**config.mk**
```make
export PLATFORM = sky130hd
export DESIGN_NAME = reg_fifo_ctrl
export DESIGN_NICKNAME = d
export VERILOG_FILES = /design/src/rtl/reg_fifo_pkg.sv /design/src/rtl/reg_fifo_ctrl_rr_arb2.sv /design/src/rtl/reg_fifo_ctrl.sv
export SDC_FILE = /design/constraint.sdc
export NUM_CORES = 1
export LEC_CHECK = 0
export ABC_AREA = 1
export CORE_UTILIZATION = 45
export DETAILED_ROUTE_END_ITERATION = 12
export PLACE_DENSITY_LB_ADDON = 0.15
export SKIP_CTS_REPAIR_TIMING = 1
export SLEW_MARGIN = 20
export SYNTH_ARGS = -nofsm -noshare
export SYNTH_HDL_FRONTEND = slang
export SYNTH_SLANG_ARGS = --single-unit
```
**constraint.sdc**
```tcl
create_clock -name clk -period 3.3 [get_ports clk]
set_clock_uncertainty 0.15 [all_clocks]
set_input_delay 0.495 -clock clk [delete_from_list [all_inputs] [get_ports clk]]
set_output_delay 0.495 -clock clk [all_outputs]
set_load 0.01 [all_outputs]
```
**src/rtl/reg_fifo_pkg.sv**
```systemverilog
// Shared constants and types for the reg_mem streaming FIFO controller.
// Defaults match an 8-bit, 32-deep reg_mem.
package reg_fifo_pkg;

  localparam int DEF_DATA_WIDTH = 8;
  localparam int DEF_ADDR_BITS  = 5;

  typedef enum logic [1:0] {
    GNT_NONE = 2'd0,
    GNT_WR   = 2'd1,
    GNT_RD   = 2'd2
  } gnt_e;

  function automatic int calc_depth(input int addr_bits);
    return 1 << addr_bits;
  endfunction

endpackage

```
**src/rtl/reg_fifo_ctrl_rr_arb2.sv**
```systemverilog
// Two-requester round-robin arbiter (write vs read) for the single memory port.
// Zero-latency grant; remembers the last winner, resetting to "read" so write wins first.
module rr_arb2
  import reg_fifo_pkg::*;
(
  input  logic clk,
  input  logic rst,
  input  logic i_req_wr,
  input  logic i_req_rd,
  output gnt_e o_gnt
);

  logic r_last_rd;
  gnt_e w_gnt;

  always_comb begin
    w_gnt = GNT_NONE;
    if (i_req_wr && i_req_rd) begin
      w_gnt = r_last_rd ? GNT_WR : GNT_RD;
    end else if (i_req_wr) begin
      w_gnt = GNT_WR;
    end else if (i_req_rd) begin
      w_gnt = GNT_RD;
    end
  end

  always_ff @(posedge clk or posedge rst) begin
    if (rst) begin
      r_last_rd <= 1'b1;
    end else if (w_gnt == GNT_WR) begin
      r_last_rd <= 1'b0;
    end else if (w_gnt == GNT_RD) begin
      r_last_rd <= 1'b1;
    end
  end

  assign o_gnt = w_gnt;

endmodule

```
**src/rtl/reg_fifo_ctrl.sv**
```systemverilog
// Valid/ready FIFO over single-port reg_mem with a one-word prefetch output register.
// Empty-to-out_valid latency 2 cycles; in_ready only on a granted write, capacity DEPTH+1.
module reg_fifo_ctrl
  import reg_fifo_pkg::*;
#(
  parameter int DATA_WIDTH = DEF_DATA_WIDTH,
  parameter int ADDR_BITS  = DEF_ADDR_BITS
) (
  input  logic                  clk,
  input  logic                  rst,
  input  logic                  in_valid,
  input  logic [DATA_WIDTH-1:0] in_data,
  output logic                  in_ready,
  output logic                  out_valid,
  output logic [DATA_WIDTH-1:0] out_data,
  input  logic                  out_ready,
  output logic [ADDR_BITS:0]    count,
  output logic                  full,
  output logic                  empty,
  output logic [ADDR_BITS-1:0]  mem_addr,
  output logic [DATA_WIDTH-1:0] mem_din,
  output logic                  mem_wen,
  input  logic [DATA_WIDTH-1:0] mem_dout
);

  localparam int                 DEPTH     = calc_depth(ADDR_BITS);
  localparam logic [ADDR_BITS:0] DEPTH_CNT = (ADDR_BITS+1)'(DEPTH);

  logic [ADDR_BITS-1:0]  r_wr_ptr;
  logic [ADDR_BITS-1:0]  r_rd_ptr;
  logic [ADDR_BITS:0]    r_mem_cnt;
  logic                  r_out_valid;
  logic [DATA_WIDTH-1:0] r_out_data;

  logic w_want_wr;
  logic w_want_rd;
  gnt_e w_gnt;

  // Requests are masked during reset so reg_mem is never written while state is clearing.
  assign w_want_wr = !rst && in_valid && (r_mem_cnt < DEPTH_CNT);
  assign w_want_rd = !rst && (r_mem_cnt != '0) && (!r_out_valid || out_ready);

  rr_arb2 u_arb (
    .clk      (clk),
    .rst      (rst),
    .i_req_wr (w_want_wr),
    .i_req_rd (w_want_rd),
    .o_gnt    (w_gnt)
  );

  assign in_ready  = (w_gnt == GNT_WR);
  assign mem_wen   = (w_gnt == GNT_WR);
  assign mem_addr  = (w_gnt == GNT_WR) ? r_wr_ptr : r_rd_ptr;
  assign mem_din   = in_data;

  assign out_valid = r_out_valid;
  assign out_data  = r_out_data;
  assign count     = r_mem_cnt + (ADDR_BITS+1)'(r_out_valid);
  assign full      = (r_mem_cnt == DEPTH_CNT);
  assign empty     = (count == '0);

  always_ff @(posedge clk or posedge rst) begin
    if (rst) begin
      r_wr_ptr    <= '0;
      r_rd_ptr    <= '0;
      r_mem_cnt   <= '0;
      r_out_valid <= 1'b0;
      r_out_data  <= '0;
    end else begin
      if (w_gnt == GNT_WR) begin
        r_wr_ptr  <= r_wr_ptr + 1'b1;
        r_mem_cnt <= r_mem_cnt + 1'b1;
      end else if (w_gnt == GNT_RD) begin
        // A consumer pop in the same cycle is covered by the refill word.
        r_out_data  <= mem_dout;
        r_out_valid <= 1'b1;
        r_rd_ptr    <= r_rd_ptr + 1'b1;
        r_mem_cnt   <= r_mem_cnt - 1'b1;
      end
      if ((w_gnt != GNT_RD) && r_out_valid && out_ready) begin
        r_out_valid <= 1'b0;
      end
    end
  end

endmodule
```
==> results of run 1 <==
kinds of logic (layout without fill, tap and decap cells):
kind of cell               count (synthesis)  after routing
buffers and inverters                     40             73
DFF                                       26             26
adders and majority gates                 11             11
xor gates and xnor gates                  14             14
and+or+nand+nor                           85             85
AOI/OAI and AO/OA                         16             16
metal layers:
metal | global-route usage [%] | routed length (um) | vias up
met5 | 0 | 0 | -
met4 | 4.87 | 42 | 0
met3 | 2.35 | 175 | 8
met2 | 42.4 | 1720 | 36
met1 | 24.4 | 1500 | 599
li1 | - | - | 661
metrics by stage:
step	instance area, sq um	hold slack (ps)
floorplan	1560	317
global placement	1920	305
detailed placement	1920	309
CTS	1980	343
global route	1990	363
finish	1990	339
worst max-delay path, stage by stage:
cell	delay [ps]
clkdlybuf4s50_1	410
inv_1	130
nand3_1	110
inv_2	80
nand2_1	70
inv_1	100
ha_4	190
buf_4	170
nand2_1	60
o21ai_0	80
clkdlybuf4s50_1	560
final timing paths:
check / start / to / slack [ps] / cells after the start
setup / recovery: rst / mem_addr[4] / 210 / 11
hold / removal: out_data[2] / out_data[2] / 340 / 2
setup reg to reg: r_mem_cnt[3] / r_mem_cnt[4] / 690 / 15
hold reg to reg: out_data[2] / out_data[2] / 340 / 2
max in group asynchronous: rst / r_mem_cnt[3] / 2360 / 3
min in group asynchronous: rst / r_wr_ptr[4] / 400 / 3
Yosys cell counts, drive strengths merged:
master  count  area [sq um]
o21ai       9          45.0
ha         10           125
nand4       5          31.3
buf        12          82.6
a21boi      1          7.51
nand3      10          55.1
inv        28           105
nor2        8          32.5
xnor2       4          35.0
xor2       10          87.6
dfstp       1          26.3
fa          1          20.0
o22ai       2          12.5
nand2      60           225
dfrtp      25           626
a21oi       4          23.8
nor3        2          15.0
cells in the final DEF, fill, tap and decap left out, types with 2 or more instances in the layout:
cell and count:
inv_1 22, nand2_1 60, nand4_1 5, a21oi_1 3, clkdlybuf4s50_1 34, buf_4 6
clkbuf_4 3, nand3_1 9, o21ai_0 4, dfrtp_1 25, ha_1 9, xor2_1 10
inv_2 6, o21ai_1 5, nor2_1 7, o22ai_1 2, xnor2_1 4
state kept, by name, indices dropped and copies added, names as in the netlist:
| register | cells |
|---|---|
| out_data | 8 |
| r_mem_cnt | 6 |
| r_rd_ptr | 5 |
| r_wr_ptr | 5 |
| out_valid | 1 |
| u_arb.r_last_rd | 1 |
where the power goes:
part,internal (mW),switching [mW]
Sequential,0.472,0.153
Clock,0.123,0.100
Combinational,0.539,0.552
Total,1.13,0.805
area by class of cell:
type	count	area [sq um]
Clock buffer	3	22.5
Clock inverter	1	30.0
Fill cell	300	1160
Inverter	28	105
Multi-Input combinational cell	126	728
Sequential cell	26	652
Tap cell	44	55.1
Timing Repair Buffer	41	398
==> flow_summary_export.csv, run 1 <==
group,metric,value,unit
timing,post-route-period-util,93.6,%
synth,synthCells,192,
finish,final_nets,257,
clock_network,clk_pin_slew,150,ps
placement,hpwlAfterDp,2.68,mm
clock_network,cts_tree,"yes",
global_routing,antenna_found_initial,0,
synth,syn-cell-area,1560,sq um
synth,yosys_register_bits,26,
clock_network,clock_sinks,26,
setup_path,cp_max_fo,10,
floorplanning,start_util,49.3,%
floorplanning,num_rows,20,
synth,ys_seq_area_share,41.9,%
synth,synth_compound_area_share,5.71,%
placement,place.gp.congestion,0.768,
clock_network,cts-root-buf,"clkbuf_4",
synth,synth-simple-area-share,23.1,%
finish,fin_cells,269,
power,leakage,1.01,nW
timing,final.setup.worst_slack,210,ps
power,total_power,1.94,mW
timing,max_slew.worst_pin.slew,242,ps
global_routing,grt_max_degree,18,
clock_network,cts-buffers-inserted,3,
synth,yosys.area_share.adder,9.33,%
flow_run,drv_cap,0,
timing,slew_viol_final,0,
placement,dp_slack,61.4,ps
detailed_routing,detail_route.vias_per_cell,4.85,
min_path,hold_path.class,"reg2reg",
floorplanning,die_h,60.8,um
finish,syn_to_final_growth,28.0,%
detailed_routing,route.detailed.drc,0,
clock_network,clk_latency,330,ps
timing,slew_headroom,83.9,%
detailed_routing,drtIter0Drc,44,
floorplanning,die-area,3700,sq um
global_routing,grt_pass1_wl,5.80,mm
timing,max_freq,0.324,GHz
clock_network,cts_max_path_buffers,2,
synth,synth_top_family_by_area,"simple AND/OR/NAND/NOR gates",
setup_path,worstPathArrival,2450,ps
timing,finalHoldViolCount,0,
synth,muxShareOfSynthArea,0,%
floorplanning,core_area,3150,sq um
floorplanning,io_pins,52,
finish,antenna_cells,0,
detailed_routing,drtAntennaViolNets,0,
clock_network,htree_levels,1,
setup_path,endpoint_kind,"output port",
detailed_routing,routed_wl,3.44,mm
synth,syn_avg_cell_area,8.10,sq um
outcome,status,"finished clean",
placement,io_buffers,35,
global_routing,track_usage,21.4,%
setup_path,critPathLaunchType,"primary input",
timing,finalSetupViolations,0,
global_routing,grt_overflow_total,0,
placement,placed_cells,265,
detailed_routing,dr.pass1.iters,4,
timing,fin_crit,3090,ps
setup_path,worstPathRequired,2650,ps
detailed_routing,wire_per_inst,12.8,um
power,cellPowerDensity,974,nW/um^2
synth,synthesis.nets,223,
detailed_routing,vias,1304,
synth,ys_warn_count,0,
floorplanning,die_w,60.8,um
global_routing,grt_pass1_vias,1315,
power,ir_drop,0.000447,V
timing,tns,0,ps
finish,post-route-util,63.1,%
timing,rsz0062_at_grt,"no",
finish,drive_above_1_share,9.78,%
synth,synthXorXnorAreaFrac,7.88,%
setup_path,path_class,"in2out",
synth,synth.distinct_cells,24,
Note: power is estimated with default switching activity, not from simulation.
==> run 2, diff against run 1 <==
Settings changed: CORE_UTILIZATION 45 to 25.
==> flow_summary_export.csv, run 2 (synthesized netlist as in run 1, its figures left out) <==
group,metric,value,unit
outcome,status,"finished clean",
min_path,worstHoldStart,"out_data[1]",
floorplanning,die_h,80.9,um
clock_network,cts-root-buf,"clkbuf_8",
setup_path,cp_max_fo,10,
finish,n_fill_cell,628,
setup_path,rrSetupSlack,560,ps
detailed_routing,routed_wl,3.33,mm
timing,tns,0,ps
finish,most-common-layout-cells,"nand2_1 (60), clkdlybuf4s50_1 (33), dfrtp_1 (25)",
min_path,hold_path_depth,2,
clock_network,cts_max_path_buffers,2,
finish,regArea,652,sq um
min_path,hold_path.class,"reg2reg",
timing,fin_crit,3150,ps
floorplanning,io_pins,52,
clock_network,htree_levels,1,
placement,place.gp.congestion,0.709,
clock_network,cts_tree,"yes",
setup_path,worstPathRequired,2650,ps
detailed_routing,drtAntennaViolNets,0,
power,cellPowerDensity,952,nW/um^2
detailed_routing,detail_route.vias_per_cell,4.21,
timing,finalHoldViolCount,0,
placement,placed_area,1970,sq um
timing,finalSetupViolations,0,
setup_path,critPathLaunchType,"primary input",
clock_network,clock_sinks,26,
clock_network,cts-buffers-inserted,3,
setup_path,r2r-start,"r_mem_cnt[3]",
timing,post-route-period-util,95.6,%
floorplanning,num_rows,28,
detailed_routing,route.detailed.drc,0,
global_routing,grt_max_degree,18,
detailed_routing,dr.pass1.iters,4,
finish,syn_to_final_growth,31.9,%
setup_path,endpoint_kind,"output port",
flow_run,drv_cap,0,
setup_path,reg2reg_to,"r_mem_cnt[4]",
setup_path,worstPathArrival,2510,ps
timing,slew_viol_final,0,
timing,max_freq,0.317,GHz
min_path,whs_endpoint,"out_data[1]",
setup_path,worstRegToRegCells,15,
global_routing,grt_overflow_total,0,
power,total_power,1.95,mW
finish,layout_commonest_cell,"nand2_1",
placement,hpwlAfterDp,2.54,mm
power,ir_drop,0.000378,V
finish,largest_reg_flops,8,
floorplanning,die_w,80.9,um
finish,drive_above_1_share,9.33,%
global_routing,track_usage,11.3,%
floorplanning,core_area,5960,sq um
setup_path,path_class,"in2out",
detailed_routing,drtIter0Drc,56,
floorplanning,die-area,6540,sq um
global_routing,antenna_found_initial,0,
timing,max_slew.worst_pin.slew,408,ps
floorplanning,start_util,26.1,%
timing,rsz0062_at_grt,"no",
power,leakage,1.02,nW
finish,final_nets,257,
global_routing,grt_pass1_vias,1288,
detailed_routing,wire_per_inst,11.1,um
detailed_routing,vias,1264,
clock_network,clk_latency,280,ps
timing,slew_headroom,72.8,%
clock_network,clk_pin_slew,100,ps
finish,stdcell_area,2050,sq um
global_routing,grt_pass1_wl,5.76,mm
placement,io_buffers,35,
finish,multi_input_area,716,sq um
finish,antenna_cells,0,
[run 2: critical path, stage by stage]
cell and delay (ps):
clkdlybuf4s50_1 460, inv_1 80, nand3_1 110, inv_2 50, a21oi_2 150, inv_1 60, ha_1 260, buf_12 170
o21ai_1 130, clkdlybuf4s50_1 550
[run 2: through the flow]
step	hold slack [ps]	worst slack (ps)	utilization (%)	std cells
3_5_place_dp	312	129	33.2	296
2_1_floorplan	317	139	-	192
3_3_place_gp	308	149	33.2	296
5_1_grt	360	5.06	34.4	300
6_report	329	147	34.4	300
4_1_cts	336	94.4	34.3	300
[run 2: how the worst max path moves through the flow]
| stage | slack, ps | start | cells after the start | to |
|---|---|---|---|---|
| 3_3_place_gp | 150 | rst | 10 | mem_addr[1] |
| 3_5_place_dp | 130 | rst | 10 | mem_addr[4] |
| 2_1_floorplan | 140 | rst | 15 | r_mem_cnt[4] |
| 5_1_grt | 5 | rst | 11 | mem_addr[0] |
| 6_report | 150 | rst | 10 | mem_addr[2] |
| 4_1_cts | 90 | rst | 10 | mem_addr[4] |
[run 2: cell type report]
cell class / instances / area share [%]
repair buffers: 41 / 20.1
inverters: 28 / 5.13
clock inverters: 1 / 1.46
well taps: 75 / 4.58
clock buffers: 3 / 2.01
multi-input cells: 126 / 34.9
flip-flops and latches: 26 / 31.8
[run 2: power breakdown]
| part | leakage, nW | switching [mW] | internal [mW] |
|---|---|---|---|
| sequential | 0.315 | 0.153 | 0.473 |
| clock | 0.0357 | 0.110 | 0.163 |
| combinational | 0.669 | 0.524 | 0.530 |
[run 2: routing by layer]
layer | track usage [%] | up-vias | share of wire (%)
met5 | 0 | - | 0
met4 | 3.21 | 0 | 0.81
met3 | 3.26 | 4 | 5.6
met2 | 18.2 | 27 | 44
met1 | 14.6 | 574 | 49
li1 | - | 659 | -
